--- config.mk ---
export PLATFORM = sky130hd
export DESIGN_NAME = multicycle_alu
export DESIGN_NICKNAME = d
export VERILOG_FILES = /design/src/rtl/multicycle_alu.sv
export SDC_FILE = /design/constraint.sdc
export NUM_CORES = 1
export LEC_CHECK = 0
export ABC_AREA = 1
export CAP_MARGIN = 5
export CORE_MARGIN = 2
export CORE_UTILIZATION = 35
export CTS_BUF_LIST = sky130_fd_sc_hd__clkbuf_8
export DETAILED_ROUTE_END_ITERATION = 10
export PLACE_DENSITY = 0.54
export SLEW_MARGIN = 20
export SYNTH_ARGS = -nofsm -noshare
export SYNTH_HDL_FRONTEND = slang
export SYNTH_SLANG_ARGS = --single-unit
export TNS_END_PERCENT = 100
--- constraint.sdc ---
create_clock -name clk -period 3.4 [get_ports clk]
set_clock_uncertainty 0.1 [all_clocks]
set_input_delay 1.02 -clock clk [delete_from_list [all_inputs] [get_ports clk]]
set_output_delay 1.02 -clock clk [all_outputs]
set_load 0.01 [all_outputs]
--- src/rtl/multicycle_alu.sv ---
// Handshaked ALU: single-cycle logic/arithmetic/compare ops plus iterative
// shift-add MUL and restoring DIVU, with registered result and flags.
module multicycle_alu #(
    parameter int WIDTH = 32
) (
    input  logic             clk,
    input  logic             rst_n,
    input  logic             in_valid,
    output logic             in_ready,
    input  logic [WIDTH-1:0] a,
    input  logic [WIDTH-1:0] b,
    input  logic [3:0]       control,
    output logic             out_valid,
    input  logic             out_ready,
    output logic [WIDTH-1:0] result,
    output logic [WIDTH-1:0] result_hi,
    output logic             zero,
    output logic             overflow,
    output logic             illegal,
    output logic             busy
);
    localparam int CNT_W = $clog2(WIDTH) + 1;

    localparam logic [1:0] S_IDLE = 2'd0;
    localparam logic [1:0] S_BUSY = 2'd1;
    localparam logic [1:0] S_DONE = 2'd2;

    localparam logic [3:0] OP_AND  = 4'b0000;
    localparam logic [3:0] OP_OR   = 4'b0001;
    localparam logic [3:0] OP_ADD  = 4'b0010;
    localparam logic [3:0] OP_SUB  = 4'b0110;
    localparam logic [3:0] OP_SLT  = 4'b0111;
    localparam logic [3:0] OP_SLTU = 4'b1011;
    localparam logic [3:0] OP_NOR  = 4'b1100;
    localparam logic [3:0] OP_MUL  = 4'b1000;
    localparam logic [3:0] OP_DIVU = 4'b1001;

    logic [1:0]       state_q, state_d;
    logic [CNT_W-1:0] cnt_q, cnt_d;
    logic [WIDTH-1:0] a_q, a_d;
    logic [WIDTH-1:0] b_q, b_d;
    logic [3:0]       op_q, op_d;
    logic [WIDTH-1:0] res_q, res_d;
    logic [WIDTH-1:0] hi_q, hi_d;
    logic             zero_q, zero_d;
    logic             ovf_q, ovf_d;
    logic             ill_q, ill_d;

    logic [WIDTH-1:0] sum, diff, alu_res;
    logic             alu_ovf, alu_ill, is_iter;
    logic [WIDTH:0]   mul_sum;
    logic [WIDTH:0]   div_shift;
    logic [WIDTH-1:0] div_diff;
    logic             div_ge;

    always_comb begin
        sum     = a + b;
        diff    = a - b;
        alu_res = '0;
        alu_ovf = 1'b0;
        alu_ill = 1'b0;
        is_iter = 1'b0;
        case (control)
            OP_AND:  alu_res = a & b;
            OP_OR:   alu_res = a | b;
            OP_NOR:  alu_res = ~(a | b);
            OP_ADD: begin
                alu_res = sum;
                alu_ovf = (a[WIDTH-1] == b[WIDTH-1]) && (sum[WIDTH-1] != a[WIDTH-1]);
            end
            OP_SUB: begin
                alu_res = diff;
                alu_ovf = (a[WIDTH-1] != b[WIDTH-1]) && (diff[WIDTH-1] != a[WIDTH-1]);
            end
            OP_SLT:  alu_res = WIDTH'($signed(a) < $signed(b));
            OP_SLTU: alu_res = WIDTH'(a < b);
            OP_MUL, OP_DIVU: is_iter = 1'b1;
            default: alu_ill = 1'b1;
        endcase
    end

    // MUL keeps {hi, multiplier} and shifts right; DIVU keeps {remainder, dividend/quotient} and shifts left.
    always_comb begin
        mul_sum   = {1'b0, hi_q} + (res_q[0] ? {1'b0, a_q} : '0);
        div_shift = {hi_q, res_q[WIDTH-1]};
        div_ge    = div_shift >= {1'b0, b_q};
        div_diff  = div_shift[WIDTH-1:0] - b_q;
    end

    always_comb begin
        state_d = state_q;
        cnt_d   = cnt_q;
        a_d     = a_q;
        b_d     = b_q;
        op_d    = op_q;
        res_d   = res_q;
        hi_d    = hi_q;
        zero_d  = zero_q;
        ovf_d   = ovf_q;
        ill_d   = ill_q;
        case (state_q)
            S_IDLE: begin
                if (in_valid) begin
                    a_d   = a;
                    b_d   = b;
                    op_d  = control;
                    cnt_d = '0;
                    hi_d  = '0;
                    if (is_iter) begin
                        state_d = S_BUSY;
                        res_d   = (control == OP_MUL) ? b : a;
                    end else begin
                        state_d = S_DONE;
                        res_d   = alu_res;
                        zero_d  = (alu_res == '0);
                        ovf_d   = alu_ovf;
                        ill_d   = alu_ill;
                    end
                end
            end
            S_BUSY: begin
                cnt_d = cnt_q + 1'b1;
                if (op_q == OP_MUL) begin
                    hi_d  = mul_sum[WIDTH:1];
                    res_d = {mul_sum[0], res_q[WIDTH-1:1]};
                end else begin
                    hi_d  = div_ge ? div_diff : div_shift[WIDTH-1:0];
                    res_d = {res_q[WIDTH-2:0], div_ge};
                end
                if (cnt_q == CNT_W'(WIDTH - 1)) begin
                    state_d = S_DONE;
                    zero_d  = (res_d == '0);
                end
            end
            S_DONE: begin
                if (out_ready) begin
                    state_d = S_IDLE;
                    res_d   = '0;
                    hi_d    = '0;
                    zero_d  = 1'b0;
                    ovf_d   = 1'b0;
                    ill_d   = 1'b0;
                end
            end
            default: state_d = S_IDLE;
        endcase
    end

    always_ff @(posedge clk or negedge rst_n) begin
        if (!rst_n) begin
            state_q <= S_IDLE;
            cnt_q   <= '0;
            a_q     <= '0;
            b_q     <= '0;
            op_q    <= '0;
            res_q   <= '0;
            hi_q    <= '0;
            zero_q  <= 1'b0;
            ovf_q   <= 1'b0;
            ill_q   <= 1'b0;
        end else begin
            state_q <= state_d;
            cnt_q   <= cnt_d;
            a_q     <= a_d;
            b_q     <= b_d;
            op_q    <= op_d;
            res_q   <= res_d;
            hi_q    <= hi_d;
            zero_q  <= zero_d;
            ovf_q   <= ovf_d;
            ill_q   <= ill_d;
        end
    end

    assign in_ready  = (state_q == S_IDLE);
    assign busy      = (state_q == S_BUSY);
    assign out_valid = (state_q == S_DONE);
    assign result    = res_q;
    assign result_hi = hi_q;
    assign zero      = zero_q;
    assign overflow  = ovf_q;
    assign illegal   = ill_q;

endmodule
# Word level (Yosys, flattened, before mapping)
# Index checks and enable logic that the tools add are counted.
word_totals:
  ff_bits: 143
  input_bits: 72
  out_inout_bits: 70
  wordCells: 92
classes:
  add_sub_neg: 5
  order_cmp: 3
  eq_ne: 20
  muxes: 34
  n_bitwise: 3
  n_reduce_logical: 17
op_table:
  columns: ["op", "count"]
  rows:
  - ["32-bit 2-to-1 mux", 10]
  - ["32-bit case mux with 7 select lines", 1]
  - ["32-bit case mux with 3 select lines", 2]
  - ["32-bit logical NOT", 2]
  - ["32-bit less-than comparator", 2]
  - ["32-bit subtractor", 2]
  - ["32-bit by 32-bit adder with 33-bit output", 1]
  - ["33-bit by 32-bit >= comparator with 1-bit output", 1]
  - ["32-bit adder", 1]
  - ["32-bit bitwise AND", 1]
  - ["32-bit NOT", 1]
  - ["32-bit bitwise OR", 1]
  - ["4-bit == test (second input constant)", 5]
  - ["6-bit case mux with 2 select lines", 1]
  - ["1-bit 2-to-1 mux", 10]
  - ["9-bit OR reduction", 1]
  - ["4-bit by 3-bit == test with 1-bit output (second input constant)", 2]
  - ["2-bit 2-to-1 mux", 4]
  - ["6-bit by 1-bit adder with 6-bit output (second input constant)", 1]
  - ["6-bit by 5-bit == test with 1-bit output (second input constant)", 1]
  - ["6-bit 2-to-1 mux", 1]
  - ["1-bit case mux with 2 select lines", 3]
  - ["2-bit case mux with 3 select lines", 1]
  - ["3-bit AND reduction", 2]
  - ["other kinds (18)", 25]

# Logic depth before layout (Yosys ltp)
depth:
  word_depth: 7
  depth_mapped: 23
  depth_no_buf: 23

# Least setup slack after synthesis
# OpenSTA, ideal clock, no wires.
synth_path:
  path_kind: "input to register"
  from: "in a[0]"
  to: "reg res_q[26] (netlist: result[26])"
  setup_ns: 0.132
  arrival_ns: 2.893
  required_time_ns: 3.168
  setup_slack_ns: 0.276
  path_stages: 22
  path_buffers: 0
  path_cell_list: "inv_1 > ha_1 > inv_1 > fa_1 > nand2_1 > nand2_1 > nand3_1 > nand2_2 > nand2_1 > nand2_1 > nand2_1 > nand2_1 > nand2_1 > nand2_1 > nor2_1 > nor2_1 > nor2_1 > inv_1 > o21ai_1 > nand2_1 > nand2_1 > o21ai_0"
synth_between:
  elab_chain_len: 5
  word_cells_on_any_way: 6
  classes_between: "add/sub (2); mux (4)"
synth_lines:
  columns: ["item", "line", "text"]
  rows:
  - ["start: declaration", "10", "input logic [WIDTH-1:0] a,"]
  - ["32-bit subtractor / 32-bit adder (equally long branches)", "58, 57", null]
  - ["32-bit case mux with 7 select lines (*)", "63", "case (control)"]
  - ["32-bit 2-to-1 mux (*)", "109", "if (is_iter) begin"]
  - ["32-bit 2-to-1 mux (*)", "103", "if (in_valid) begin"]
  - ["32-bit case mux with 3 select lines (*)", "101", "case (state_q)"]
  - ["end signal: assignment", "167", "res_q <= res_d;"]
  - ["end: declaration", "43", "logic [WIDTH-1:0] res_q, res_d;"]
# Every way passes the cells marked *; elsewhere a longest branch is shown, timed or not. The select of a mux whose other input is x is not followed.
# A chain may end at the register's enable or synchronous reset.

# Worst setup path after layout
layout_path:
  from: "in a[31]"
  to: "reg res_q[0] (netlist: result[0])"
layout_between:
  elab_chain_len: 5
  word_cells_on_any_way: 6
  classes_between: "order compare (2); mux (4)"
layout_lines:
  columns: ["item", "line"]
  rows:
  - ["32-bit less-than comparator, on equally long branches", "76, 75"]
  - ["32-bit case mux with 7 select lines (*)", "63"]
  - ["32-bit 2-to-1 mux (*)", "109"]
  - ["32-bit 2-to-1 mux (*)", "103"]
  - ["32-bit case mux with 3 select lines (*)", "101"]
# Marked as above.

==> flow_summary.json <==
{
  "maxCapViolCount": 0,
  "yosys_most_used_dff": "dfrtp_1",
  "finalSetupViolations": 0,
  "relSlewSlack_pct": 55.2,
  "grt_max_degree": 129,
  "drt_pass1_iterations": 6,
  "synth_cell_types": 55,
  "outcome": "completed",
  "drt_iter0_drc": 1669,
  "synth-seq-cells": 143,
  "critPathLaunchType": "input pin",
  "finalCritPeriodShare_pct": 96.5,
  "htree_levels": 4,
  "clock-root-buffer": "clkbuf_8",
  "pre_cts_ws_ns": -1.00,
  "clock_sinks": 143,
  "syn-num-nets": 3277,
  "dp_hpwl_microns": 74100,
  "ir_drop_mv": 0.376,
  "syn_area_per_cell_sq_um": 5.95,
  "grt.overflow.total": 0,
  "clockBufferDepth": 2,
  "antenna_found_initial": 1,
  "vias_per_cell": 5.09,
  "port_buffers": 141,
  "layout.nets": 3906,
  "wl_microns": 86600,
  "die_x_microns": 231,
  "grt_pass1_vias": 21800,
  "setup_slack_ns": 0.118,
  "routabilityCongestion": 0.989,
  "leakagePower_uw": 0.0141,
  "grt_pass1_wl_microns": 128000,
  "drive_gt1_share_pct": 26.8,
  "worstSetupPathType": "input pin to flop",
  "grt_setup_unrepaired": "true",
  "worstPathRequired_ns": 3.66,
  "dieArea_sq_um": 53400,
  "fin_crit_ns": 3.28,
  "hold_class": "input pin to asynchronous set/reset pin",
  "antenna_left": 0,
  "drc": 0,
  "synth_warnings": 0,
  "worst_pin_slew_ns": 0.665,
  "clk_pin_slew_ns": 0.08,
  "endpoint_kind": "flop",
  "pin_count": 142,
  "die_h_microns": 231,
  "initial_core_util_pct": 35.3,
  "cp_max_fo": 3,
  "core_area_sq_um": 51100,
  "cts_tree": "built",
  "syn_inst": 3033,
  "vias": 22200,
  "synth_sequential_area_ratio_pct": 19.8,
  "wire_per_inst_microns": 19.9,
  "synth_edf_count": 0,
  "finish.utilization_pct": 51.1,
  "fmax_ghz": 0.305,
  "async_flop_share_pct": 100,
  "syn_to_final_growth_pct": 44.8,
  "p_per_area_nw_per_um2": 616,
  "slew_violations": 0,
  "arrival_ns": 3.55,
  "syn-cell-area_sq_um": 18000,
  "cts_made_buffers": 17,
  "clock_latency_ns": 0.49,
  "hold_viol_final": 0,
  "rows": 83,
  "grt_usage_pct": 32.0
}
## flip-flops by register name, indices dropped and copies added, names as in the netlist
register,flops
illegal,1
state_q,2
result,32
result_hi,32
zero,1
b_q,32
a_q,32
op_q,4
cnt_q,6
overflow,1
## kinds of logic (layout without fill, tap and decap cells)
logic type	after synthesis	count (layout)	share of synthesized area, %
buffers and inverters	619	1261	13.7
adders and majority gates	172	172	12.1
DFF	143	143	19.8
AOI/OAI and AO/OA	561	561	17.5
xor gates and xnor gates	38	38	1.85
and+or+nand+nor	1500	1500	35.0
other	0	1	0
## worst max-delay path: stages
cell and delay [ns]:
clkdlybuf4s50_1 0.56, inv_1 0.09, ha_2 0.34, nor2_1 0.13, nand2_1 0.11, buf_4 0.14
nor2_1 0.08, a21oi_1 0.07, buf_4 0.15, nand3_1 0.06, nand2_1 0.05, inv_1 0.10
buf_4 0.11, nand3_1 0.14, o2111ai_1 0.15, nand2_1 0.09, nand2_1 0.06, o21ai_0 0.08
## timing repair
| item | CTS | global route |
|---|---|---|
| hold buffers | 0 | 0 |
| pin swaps | 21 | 103 |
| setup endpoints to repair | 23 | 28 |
| setup buffers | 8 | 22 |
| resized for setup | 129 | 340 |
## per-stage QoR
stage / area, sq um / setup TNS [ns] / power, uW / cells / hold slack (ns)
finish: 26100 / 0 / 16100 / 4356 / 0.358
global route: 26100 / -0.0563 / 17500 / 4356 / 0.366
CTS: 25000 / -0.0124 / 15900 / 4333 / 0.336
detailed placement: 24000 / -20.97 / 14100 / 4293 / 0.373
global placement: 24000 / -20.88 / 14000 / 4293 / 0.366
floorplan: 18000 / 0 / 9510 / 3033 / 0.353
## cell type report
cell class              count  area [sq um]
flip-flops and latches    143          3580
clock inverters            13           185
multi-input cells        2271         13300
inverters                 522          1960
repair buffers            707          5940
fillers                  5378         25000
diodes                      1          2.50
well taps                 680           851
clock buffers              19           262
## path summary, 6_finish.rpt
check | startpoint | to | slack (ns) | depth (start not counted)
min in group clk | a_q[9]$_DFFE_PN0P_ | a_q[9]$_DFFE_PN0P_ | 0.39 | 2
setup / recovery | a[31] | result[0]$_DFFE_PN0P_ | 0.12 | 18
hold reg to reg | a_q[9]$_DFFE_PN0P_ | a_q[9]$_DFFE_PN0P_ | 0.39 | 2
setup reg to reg | result_hi[7]$_DFFE_PN0P_ | result_hi[29]$_DFFE_PN0P_ | 0.21 | 13
max in group asynchronous | rst_n | b_q[4]$_DFFE_PN0P_ | 2.16 | 2
hold / removal | rst_n | cnt_q[2]$_DFFE_PN0P_ | 0.36 | 1
## cells in the mapped netlist (7+ instances only)
cell,number,share of area (%)
dfrtp_1,143,20
inv_1,505,11
clkbuf_1,55,1.1
xnor2_1,18,0.87
a21o_1,10,0.42
nor2_1,271,5.6
o21ai_1,10,0.28
inv_2,14,0.29
xor2_1,20,0.97
a221oi_1,14,0.68
o21bai_1,19,0.79
nand3_1,182,5.0
nor3_1,34,0.94
nor2_2,17,0.59
nand2_2,20,0.69
nor4_1,14,0.49
a211oi_1,15,0.62
nand4_1,47,1.6
buf_6,7,0.44
o22ai_1,29,1.0
nand2_1,884,18
o2111ai_1,18,0.87
o211ai_1,9,0.37
buf_2,15,0.42
buf_4,17,0.71
o21ai_0,246,6.8
a21oi_1,168,4.7
ha_1,168,12
## placed cells by master, fill, tap and decap left out, types with 30 or more instances in the layout
cell,n
ha_1,131
nand2_1,802
a21oi_1,138
nand4_1,47
buf_4,546
clkdlybuf4s50_1,85
nor2_2,44
nor2_4,32
inv_2,74
nand3_1,156
dlymetal6s2s_1,49
ha_4,30
dfrtp_1,143
nand2_2,89
o21ai_0,234
nor2_1,215
inv_1,446
## metal layers
layer	wire length (microns)	GRT usage [%]	vias up
li1	-	-	11000
met2	41700	55.9	678
met4	3490	12.5	0
met1	37300	40.6	10400
met5	0	0	-
met3	4140	2.88	122
## where the power goes
| group | leakage (uW) | total [uW] | internal [uW] | switching (uW) |
|---|---|---|---|---|
| Sequential | 0.00187 | 3200 | 2450 | 747 |
| Combinational | 0.0120 | 11300 | 4370 | 6940 |
| Clock | 0.000228 | 1570 | 842 | 730 |
| Total | 0.0141 | 16100 | 7660 | 8420 |
(Power assumes the default switching activity.)
